### src/rtl/noc_node_ni.sv
// noc_node_ni: node-side NoC interface, TX packetiser + per-VC RX FIFOs.
// Optional RX destination check enabled by NOC_NI_DEST_CHECK_EN.
`ifndef NOC_NODE_WIDTH
`define NOC_NODE_WIDTH 2
`endif

module noc_node_ni #(
  parameter int DATA_W   = 16,
  parameter int NODE_W   = `NOC_NODE_WIDTH,
  parameter int FLIT_W   = 1 + 1 + NODE_W + 1 + DATA_W,
  parameter int RX_DEPTH = 4,
  parameter int RX_SKID  = 1
) (
  input  logic              clk,
  input  logic              res,
  output logic [FLIT_W-1:0] noc_put_flit,
  output logic              noc_en_put,
  output logic              noc_en_get_non_full_VCs,
  input  logic [1:0]        noc_get_non_full_VCs,
  output logic              noc_en_get,
  input  logic [FLIT_W-1:0] noc_get_flit,
  output logic [1:0]        noc_put_non_full_VCs,
  output logic              noc_en_put_non_full_VCs,
  input  logic [NODE_W-1:0] noc_this_id,
  input  logic              tx_valid,
  output logic              tx_ready,
  input  logic [NODE_W-1:0] tx_dest,
  input  logic              tx_last,
  input  logic [DATA_W-1:0] tx_data,
  output logic              rx_valid,
  input  logic              rx_ready,
  output logic              rx_last,
  output logic              rx_vc,
  output logic [DATA_W-1:0] rx_data,
  output logic              rx_overflow,
  output logic              err_dest
);

  localparam int PW = $clog2(RX_DEPTH);
  localparam int CW = PW + 1;
  localparam int EW = 1 + DATA_W;
  localparam logic [CW-1:0] L_DEPTH = CW'(RX_DEPTH);
  localparam logic [CW-1:0] L_SKID  = CW'(RX_SKID);

  typedef enum logic {S_IDLE, S_LOCKED} tx_state_e;

  logic r_en;

  always_ff @(posedge clk) begin
    if (res) r_en <= 1'b0;
    else     r_en <= 1'b1;
  end

  assign noc_en_get              = r_en;
  assign noc_en_get_non_full_VCs = r_en;
  assign noc_en_put_non_full_VCs = r_en;

  tx_state_e         r_tx_state;
  tx_state_e         w_tx_next;
  logic [NODE_W-1:0] r_dest;
  logic              r_vc;
  logic [NODE_W-1:0] w_tx_dest;
  logic              w_tx_vc;
  logic              w_tx_ready;
  logic              w_tx_fire;

  always_comb begin
    w_tx_next  = r_tx_state;
    w_tx_vc    = r_vc;
    w_tx_dest  = r_dest;
    w_tx_ready = 1'b0;
    unique case (r_tx_state)
      S_IDLE: begin
        // lowest VC with space wins
        w_tx_vc    = ~noc_get_non_full_VCs[0];
        w_tx_dest  = tx_dest;
        w_tx_ready = r_en & (|noc_get_non_full_VCs);
        if (tx_valid && w_tx_ready && !tx_last)
          w_tx_next = S_LOCKED;
      end
      S_LOCKED: begin
        w_tx_ready = r_en & noc_get_non_full_VCs[r_vc];
        if (tx_valid && w_tx_ready && tx_last)
          w_tx_next = S_IDLE;
      end
      default: ;
    endcase
  end

  assign w_tx_fire  = tx_valid & w_tx_ready;
  assign tx_ready   = w_tx_ready;
  assign noc_en_put = w_tx_fire;
  assign noc_put_flit = w_tx_fire ?
    {1'b1, tx_last, w_tx_dest, w_tx_vc, tx_data} :
    {FLIT_W{1'b0}};

  always_ff @(posedge clk) begin
    if (res) begin
      r_tx_state <= S_IDLE;
      r_dest     <= '0;
      r_vc       <= 1'b0;
    end else begin
      r_tx_state <= w_tx_next;
      if (r_tx_state == S_IDLE && w_tx_fire && !tx_last) begin
        r_dest <= tx_dest;
        r_vc   <= w_tx_vc;
      end
    end
  end

  logic              w_in_valid;
  logic              w_in_vc;
  logic [NODE_W-1:0] w_in_dest;
  logic [EW-1:0]     w_in_entry;
  logic              w_dest_ok;

  assign w_in_valid = r_en & noc_get_flit[FLIT_W-1];
  assign w_in_vc    = noc_get_flit[DATA_W];
  assign w_in_dest  = noc_get_flit[DATA_W+NODE_W:DATA_W+1];
  assign w_in_entry = {noc_get_flit[DATA_W+NODE_W+1],
                       noc_get_flit[DATA_W-1:0]};

`ifdef NOC_NI_DEST_CHECK_EN
  logic r_err_dest;
  assign w_dest_ok = (w_in_dest == noc_this_id);
  always_ff @(posedge clk) begin
    if (res)                           r_err_dest <= 1'b0;
    else if (w_in_valid && !w_dest_ok) r_err_dest <= 1'b1;
  end
  assign err_dest = r_err_dest;
`else
  logic w_unused;
  assign w_unused  = ^{noc_this_id, w_in_dest};
  assign w_dest_ok = 1'b1;
  assign err_dest  = 1'b0;
`endif

  logic [EW-1:0]         r_mem [2][RX_DEPTH];
  logic [1:0][PW-1:0]    r_wp;
  logic [1:0][PW-1:0]    r_rp;
  logic [1:0][CW-1:0]    r_cnt;
  logic [1:0][CW-1:0]    w_cnt_nxt;
  logic [1:0]            w_full;
  logic [1:0]            w_empty;
  logic [1:0]            w_push;
  logic [1:0]            w_pop;
  logic [1:0]            r_nf;
  logic                  w_ovf;
  logic                  r_ovf;
  logic                  r_lock;
  logic                  r_lock_vc;
  logic                  r_rr;
  logic                  w_sel;
  logic [EW-1:0]         w_head;

  // RR pointer only matters when no packet holds the output
  assign w_sel = r_lock ? r_lock_vc :
                 (w_empty[r_rr] ? ~r_rr : r_rr);
  assign w_head   = r_mem[w_sel][r_rp[w_sel]];
  assign rx_valid = ~w_empty[w_sel];
  assign rx_vc    = w_sel;
  assign rx_last  = w_head[DATA_W];
  assign rx_data  = w_head[DATA_W-1:0];

  always_comb begin
    w_full    = '0;
    w_empty   = '0;
    w_push    = '0;
    w_pop     = '0;
    w_cnt_nxt = '0;
    for (int v = 0; v < 2; v++) begin
      w_full[v]  = (r_cnt[v] == L_DEPTH);
      w_empty[v] = (r_cnt[v] == '0);
      w_pop[v]   = rx_valid & rx_ready & (w_sel == 1'(v));
      // pop-before-push lets a full FIFO accept when drained
      w_push[v]  = w_in_valid & w_dest_ok & (w_in_vc == 1'(v)) &
                   (~w_full[v] | w_pop[v]);
      w_cnt_nxt[v] = r_cnt[v] + CW'(w_push[v]) - CW'(w_pop[v]);
    end
    w_ovf = w_in_valid & w_dest_ok & w_full[w_in_vc] & ~w_pop[w_in_vc];
  end

  always_ff @(posedge clk) begin
    for (int v = 0; v < 2; v++)
      if (w_push[v]) r_mem[v][r_wp[v]] <= w_in_entry;
  end

  always_ff @(posedge clk) begin
    if (res) begin
      r_wp   <= '0;
      r_rp   <= '0;
      r_cnt  <= '0;
      r_nf   <= '0;
      r_ovf  <= 1'b0;
    end else begin
      for (int v = 0; v < 2; v++) begin
        if (w_push[v]) r_wp[v] <= r_wp[v] + PW'(1);
        if (w_pop[v])  r_rp[v] <= r_rp[v] + PW'(1);
        r_cnt[v] <= w_cnt_nxt[v];
        r_nf[v]  <= (L_DEPTH - w_cnt_nxt[v]) > L_SKID;
      end
      if (w_ovf) r_ovf <= 1'b1;
    end
  end

  assign noc_put_non_full_VCs = r_nf;
  assign rx_overflow          = r_ovf;

  always_ff @(posedge clk) begin
    if (res) begin
      r_lock    <= 1'b0;
      r_lock_vc <= 1'b0;
      r_rr      <= 1'b0;
    end else if (rx_valid && rx_ready && rx_last) begin
      r_lock <= 1'b0;
      r_rr   <= ~w_sel;
    end else if (rx_valid) begin
      r_lock    <= 1'b1;
      r_lock_vc <= w_sel;
    end
  end

endmodule

### config.mk
export PLATFORM = sky130hd
export DESIGN_NAME = noc_node_ni
export DESIGN_NICKNAME = d
export VERILOG_FILES = /design/src/rtl/noc_node_ni.sv
export SDC_FILE = /design/constraint.sdc
export NUM_CORES = 1
export LEC_CHECK = 0
export ABC_CLOCK_PERIOD_IN_PS = 3400
export CAP_MARGIN = 0
export CORE_MARGIN = 2
export CORE_UTILIZATION = 40
export CTS_BUF_LIST = sky130_fd_sc_hd__clkbuf_2
export DETAILED_ROUTE_END_ITERATION = 10
export GPL_TIMING_DRIVEN = 0
export PLACE_DENSITY = 0.69
export SLEW_MARGIN = 10
export SYNTH_ARGS = -nofsm -noshare
export SYNTH_HDL_FRONTEND = slang
export SYNTH_SLANG_ARGS = --single-unit
export TNS_END_PERCENT = 1
### constraint.sdc
create_clock -name clk -period 3.4 [get_ports clk]
set_input_delay 0.34 -clock clk [delete_from_list [all_inputs] [get_ports clk]]
set_output_delay 0.34 -clock clk [all_outputs]
set_load 0.005 [all_outputs]
==> metrics.yaml, run 1 <==
outcome:
  outcome: "complete, no violations"
finish:
  num-fill-cells: 1444
  final_core_util_pct: 49.1
  area_growth_pct: 21.3
  final_nets: 567
  drive_above_1_share_pct: 21.2
  final_area_um2: 8370
sta:
  fin_setup_tns_ns: 0
  skew_ns: 0.0270
  timing.final.crit_share_pct: 95.0
  rsz0062_at_grt: "no"
  finalHoldViolCount: 0
  fmax_mhz: 310
  min_period_ns: 3.23
  whs_ns: 0.246
  worstMarginPinSlew_ns: 1.11
  setup_violations: 0
  slew_headroom_pct: 26.3
  slew_violations: 0
critical_path:
  cp-end-kind: "output pin"
  critPathArrivalTime_ns: 2.89
  crit_buf_inv: 2
  cp_slowest_cell: "dfxtp_1"
  worstReg2RegStart: "r_cnt[1]"
  r2r_end: "noc_put_non_full_VCs[1]"
  critical_path_class: "reg2out"
  cp_top_family: "simple AND/OR/NAND/NOR gates"
  worstPathCellList: "and2b_4 > or3_4 > nand2_8 > buf_12 > mux2_4 > clkdlybuf4s50_1"
  ff2ff_setup_slack_ns: 0.32
  cp_max_fo: 10
  crit_required_ns: 3.06
  rr_worst_depth: 12
  crit_cells: 6
  cp-start-kind: "flop"
  max_stage_delay_ns: 0.46
drt:
  vias: 3697
  drc: 0
  ant_nets: 0
  routed_wl_um: 13200
  routed_via_density: 5.00
  firstDrtPassIters: 4
  drtIter0Drc: 173
  routedWlPerCell_um: 17.8
pwr:
  pwr_density_cell_nw_per_um2: 681
  p_leak_nw: 2.86
  finalPower_mw: 5.70
  ir_drop_uv: 335
placement:
  place_area_um2: 8090
  io_buffers: 90
  place_hpwl_um: 8520
  gp_congestion: 0.787
clock_network:
  clk_latency_ns: 0.73
  cts_tree: "built"
  root_buffer: "clkbuf_2"
  cts_buffers: 17
  htree_levels: 4
  cts_sinks: 161
  cts_setup_buffers: 0
  clk_pin_slew_ns: 0.19
  clock_path_buffers: 2
die:
  initial_core_util_pct: 40.5
  core_area_um2: 17100
  dieArea_um2: 18300
  die_h_um: 135
  rows: 48
  die_w_um: 135
  io_pins: 97
yosys:
  async_flop_share_pct: 0
  ys_ff_latch: 161
  syn-cell-area_um2: 6910
  synth_ff_type: "edfxtp_1"
  yosysWarnings: 0
  avgSynthCellArea_um2: 17.5
  syn-num-nets: 461
  synth_cells: 395
  yosysUniqueCellTypes: 55
  synth_edf_count: 136
  yosysSeqAreaShare_pct: 66.4
global_route:
  antenna_found_initial: 1
  grt_overflow: 0
  grt_pass1_vias: 3848
  grt_pass1_wl_um: 20400
  use_met3_pct: 4.83
  grt-busiest-layer: "met2"
  grt_max_degree: 20
  grtUsageMet1_pct: 17.9
  gr-usage-all-layers_pct: 15.3
  use_met2_pct: 26.8
min_path:
  hold_end: "r_dest[1]"
  hold_class: "in2reg"
  min_path_cells: 3
  min-delay-start: "tx_dest[1]"
job:
  cap_violations: 0
worst register-to-register path, cell delays in order, from the launching register on:
cell,delay (ns)
dfxtp_1,0.45
nor3_4,0.27
o2111ai_2,0.21
a211oi_4,0.42
inv_1,0.09
ha_1,0.29
inv_1,0.06
ha_1,0.14
inv_1,0.05
fa_1,0.49
ha_1,0.31
o21bai_1,0.12
a21oi_1,0.08
worst max path at each step:
stage / from / slack [ns] / to
after floorplan: r_cnt[4] / 0.62 / noc_put_non_full_VCs[1]
after global placement: noc_get_flit[20] / 0.31 / noc_put_non_full_VCs[1]
after detailed placement: noc_get_flit[20] / 0.23 / noc_put_non_full_VCs[1]
after CTS: r_cnt[4] / 0.06 / rx_data[13]
after global routing: r_lock_vc / 0.02 / rx_data[13]
final: r_lock_vc / 0.17 / rx_data[13]
cell usage in the layout (no fill, tap or decap), types with 3 or more instances in the layout:
cell type          n
inv_1             18
nor2_1            21
edfxtp_1         136
a21oi_1            7
o21ai_0            3
mux4_2            34
bufinv_16          4
xor2_1             7
xnor2_1            5
mux2_4             8
clkbuf_2          19
dfxtp_1           23
ha_1              16
clkbuf_1           5
clkdlybuf4s50_1   90
mux2_2             8
nand2_1            6
and3_1            18
clkinv_4           3
nor3_1             3
and2_1            10
buf_4              5
mux2i_1            7
cell usage after synthesis, types with 2 or more instances:
master	n	share of area, %
nor3_2	2	0.29
a211oi_4	2	0.58
o21ai_0	3	0.22
inv_1	18	0.98
clkbuf_1	6	0.33
or3_1	2	0.18
dfxtp_1	25	7.2
nand4_1	2	0.18
nand2b_1	2	0.18
mux2i_1	7	1.0
nor3b_1	2	0.22
edfxtp_1	136	59
a21oi_1	7	0.51
fa_1	2	0.58
nor2_1	22	1.2
nor2b_1	2	0.18
mux2_4	8	1.7
a311oi_1	2	0.25
ha_1	16	2.9
xor2_1	7	0.89
mux4_2	34	11
and3_1	18	1.6
nor3_1	3	0.22
and2_1	10	0.91
nand3_1	2	0.14
or3_4	2	0.33
buf_2	4	0.29
xnor2_1	5	0.63
o21bai_1	2	0.22
mux2_2	8	1.3
nand2_1	6	0.33
buf_4	5	0.54
metal layers:
layer | up-vias | part of all wire (%)
met1 | 1824 | 41
met5 | - | 0
met4 | 0 | 1.6
met2 | 127 | 51
li1 | 1727 | -
met3 | 19 | 5.9
repair_timing:
| action | CTS | global route |
|---|---|---|
| hold endpoints to repair | 1 | 0 |
| hold buffers | 1 | 0 |
| gates resized for setup | 0 | 4 |
| setup endpoints to repair | 9 | 14 |
report_power, final:
group | switching (mW) | internal (mW)
combinational | 0.958 | 1.27
sequential | 0.0885 | 2.24
clock | 0.651 | 0.492
total | 1.70 | 4.01
through the flow:
| step | instances | setup slack [ns] |
|---|---|---|
| after CTS | 739 | 0.0648 |
| after global placement | 710 | 0.310 |
| final | 740 | 0.169 |
| after floorplan | 395 | 0.618 |
| after global routing | 740 | 0.0174 |
| after detailed placement | 710 | 0.234 |
flip-flops by register name, indices dropped and copies added, names as in the netlist:
register              cells
noc_en_get                1
noc_put_non_full_VCs      2
r_cnt                     6
r_dest                    2
r_lock                    1
r_lock_vc                 1
r_mem                   136
r_rp                      4
r_rr                      1
r_tx_state                1
r_vc                      1
r_wp                      4
rx_overflow               1
final cells by class:
cell class	instances	area (um^2)	share of cell area, %
clock inverter	13	184	2.20
buffer	15	116	1.39
sequential	161	4590	54.8
inverter	18	67.6	0.807
timing repair buffer	91	911	10.9
tap	225	282	3.36
clock buffer	19	95.1	1.14
antenna	1	2.50	0.0299
multi-input combinational	197	2130	25.4
cells by family after synthesis:
logic type                 synth area share, %
and+or+nand+nor                           7.59
xor gates and xnor gates                  1.52
muxes                                     15.1
AOI/OAI and AO/OA                         2.90
adders and majority gates                 3.48
DFF                                       66.4
other                                   0.0543
buffers and inverters                     2.92
(Power assumes the default switching activity.)
==> inputs of run 2 (changes only) <==
Settings changed: CORE_UTILIZATION 40 to 57, PLACE_DENSITY 0.69 to 0.9, SKIP_LAST_GASP from default to 1.
==> metrics.yaml, run 2 (same netlist as run 1, synthesis figures left out) <==
outcome:
  outcome: "complete, no violations"
global_route:
  grt_max_degree: 20  # unchanged
  antenna_found_initial: 0  # -1
  grt_pass1_vias: 3982  # +3.5%
  grt_overflow: 0  # unchanged
  gr-usage-all-layers_pct: 21.9  # +6.6 points
  grt_pass1_wl_um: 20800  # +2.0%
critical_path:
  worstPathCellList: "buf_6 > buf_2 > mux4_2 > mux2_4 > clkdlybuf4s50_1"
  worstReg2RegStart: "r_cnt[4]"
  ff2ff_setup_slack_ns: 0.29  # -0.03 ns
  critical_path.startpoint: "r_rp[2]"
  cp-end-kind: "output pin"
  critical_path_class: "reg2out"
  critPathArrivalTime_ns: 2.91  # +0.02 ns
  rr_worst_depth: 13  # +1
  crit_required_ns: 3.06  # about the same
  cp_slowest_cell: "mux4_2"
  r2r_end: "noc_put_non_full_VCs[1]"
  max_stage_delay_ns: 0.58  # +0.12 ns
  cp-endpoint: "rx_data[12]"
  cp-start-kind: "flop"
  cp_max_fo: 10  # unchanged
sta:
  slew_violations: 0  # unchanged
  finalHoldViolCount: 0  # unchanged
  slew_headroom_pct: 31.5  # +5.1 points
  setup_violations: 0  # unchanged
  fmax_mhz: 308  # -0.56%
  rsz0062_at_grt: "no"
  skew_ns: 0.0439  # +0.0169 ns
  fin_setup_tns_ns: 0  # unchanged
  min_period_ns: 3.25  # +0.0182 ns
  timing.final.crit_share_pct: 95.6  # +0.54 points
  worstMarginPinSlew_ns: 1.03  # -0.0770 ns
drt:
  drc: 0  # unchanged
  routedWlPerCell_um: 20.3  # +14%
  firstDrtPassIters: 6  # +2
  routed_wl_um: 13400  # +2.1%
  vias: 3817  # +3.2%
  routed_via_density: 5.77  # +15%
  drtIter0Drc: 199  # +15%
  ant_nets: 0  # unchanged
clock_network:
  clock_path_buffers: 2  # unchanged
  cts_buffers: 17  # unchanged
  cts_sinks: 161  # unchanged
  clk_latency_ns: 0.70  # -0.03 ns
  htree_levels: 4  # unchanged
  clk_pin_slew_ns: 0.23  # +0.04 ns
  root_buffer: "clkbuf_2"
  cts_tree: "built"
finish:
  final_core_util_pct: 69.1  # +20 points
  largest_reg_flops: 136  # unchanged
  final_common_cell: "edfxtp_1"
  num-fill-cells: 776  # -46%
  antenna_cells: 0  # -1
  final_nets: 568  # +0.18%
  multi_input_area_um2: 2120  # -0.41%
  final-seq-area_um2: 4590  # about the same
  drive_above_1_share_pct: 21.2  # -0.041 points
  area_growth_pct: 19.2
  layout_common_cells: "136 x edfxtp_1, 90 x clkdlybuf4s50_1, 34 x mux4_2"
die:
  initial_core_util_pct: 58.0  # +17 points
  core_area_um2: 11900  # -30%
  die_w_um: 114  # -16%
  io_pins: 97  # unchanged
  rows: 40  # -17%
  dieArea_um2: 13000  # -29%
  die_h_um: 114  # -16%
placement:
  io_buffers: 90  # unchanged
  place_hpwl_um: 8930  # +4.8%
  gp_congestion: 0.764  # -2.8%
pwr:
  power.share.combinational_pct: 40.2  # +1.1 points
  netSwitchingFraction_pct: 30.8  # +1.1 points
  p_clk_share_pct: 18.0  # -2.0 points
  ir_drop_uv: 369  # +10%
  p_int_mw: 3.86  # -3.6%
  pwr_density_cell_nw_per_um2: 678  # -0.45%
  p_sw_mw: 1.72  # +1.4%
  power_frac_seq_pct: 41.8  # +0.9 points
  p_leak_nw: 2.84  # -0.62%
min_path:
  hold_class: "in2reg"
job:
  cap_violations: 0  # unchanged
[run 2: power groups by stage]
| stage | logic, mW | clock network [mW] | registers [mW] |
|---|---|---|---|
| floorplan | 1.45 | 0 | 2.35 |
| global placement | 2.20 | 0 | 2.37 |
| detailed placement | 2.27 | 0 | 2.38 |
| CTS | 2.27 | 1.02 | 2.33 |
| global route | 2.42 | 1.10 | 2.35 |
| finish | 2.24 | 1.01 | 2.33 |
[run 2: what timing repair did]
action	4_1_cts	5_1_grt
endpoints found under the setup margin	9	7
hold buffers	1	0
setup buffers	0	0
endpoints found under the hold margin	1	0
gates resized for setup	0	1
[run 2: metrics by stage]
stage               worst slack [ns]  instance area (um^2)  hold slack, ns  std cells  total power, mW
CTS                           0.0579                  8230           0.211        662             5.63
detailed placement             0.212                  7990           0.456        632             4.64
global route                 0.00396                  8230           0.224        662             5.87
global placement               0.313                  7990           0.447        632             4.57
floorplan                      0.618                  6910           0.410        395             3.81
finish                         0.151                  8230           0.273        662             5.58
[run 2: worst max-delay path: cells and delay by family (launching register included)]
family | cells | cell delay [ns]
DFF | 1 | 0.37
buffers and inverters | 3 | 1.00
muxes | 2 | 0.86
[run 2: cell type report]
type | instances | area share, %
well taps | 147 | 2.23
clock buffers | 17 | 1.03
multi-input cells | 197 | 25.7
inverters | 18 | 0.821
flip-flops and latches | 161 | 55.7
clock inverters | 15 | 1.93
repair buffers | 91 | 11.1
plain buffers | 16 | 1.47
[run 2: layer usage]
metal  up-vias  wire (um)  track usage, %
met5         -          0               0
met4         0        137            9.59
met3        12       1120            4.98
met2       180       7350            39.2
met1      1890       4820            25.3
li1       1735          -               -
[run 2: worst min-delay path by stage]
stage,start,depth (start not counted),slack (ns),endpoint
2_1_floorplan,res,1,0.41,r_lock_vc
3_3_place_gp,rx_overflow,1,0.45,rx_overflow
3_5_place_dp,rx_overflow,1,0.46,rx_overflow
4_1_cts,tx_dest[0],3,0.21,r_dest[0]
5_1_grt,res,2,0.22,r_lock_vc
6_report,tx_dest[0],3,0.27,r_dest[0]
==> inputs of run 3 (changes only) <==
Settings changed: SKIP_LAST_GASP 1 to default.
==> results of run 3 <==
Final layout, timing and power as in run 2 (identical DEF).
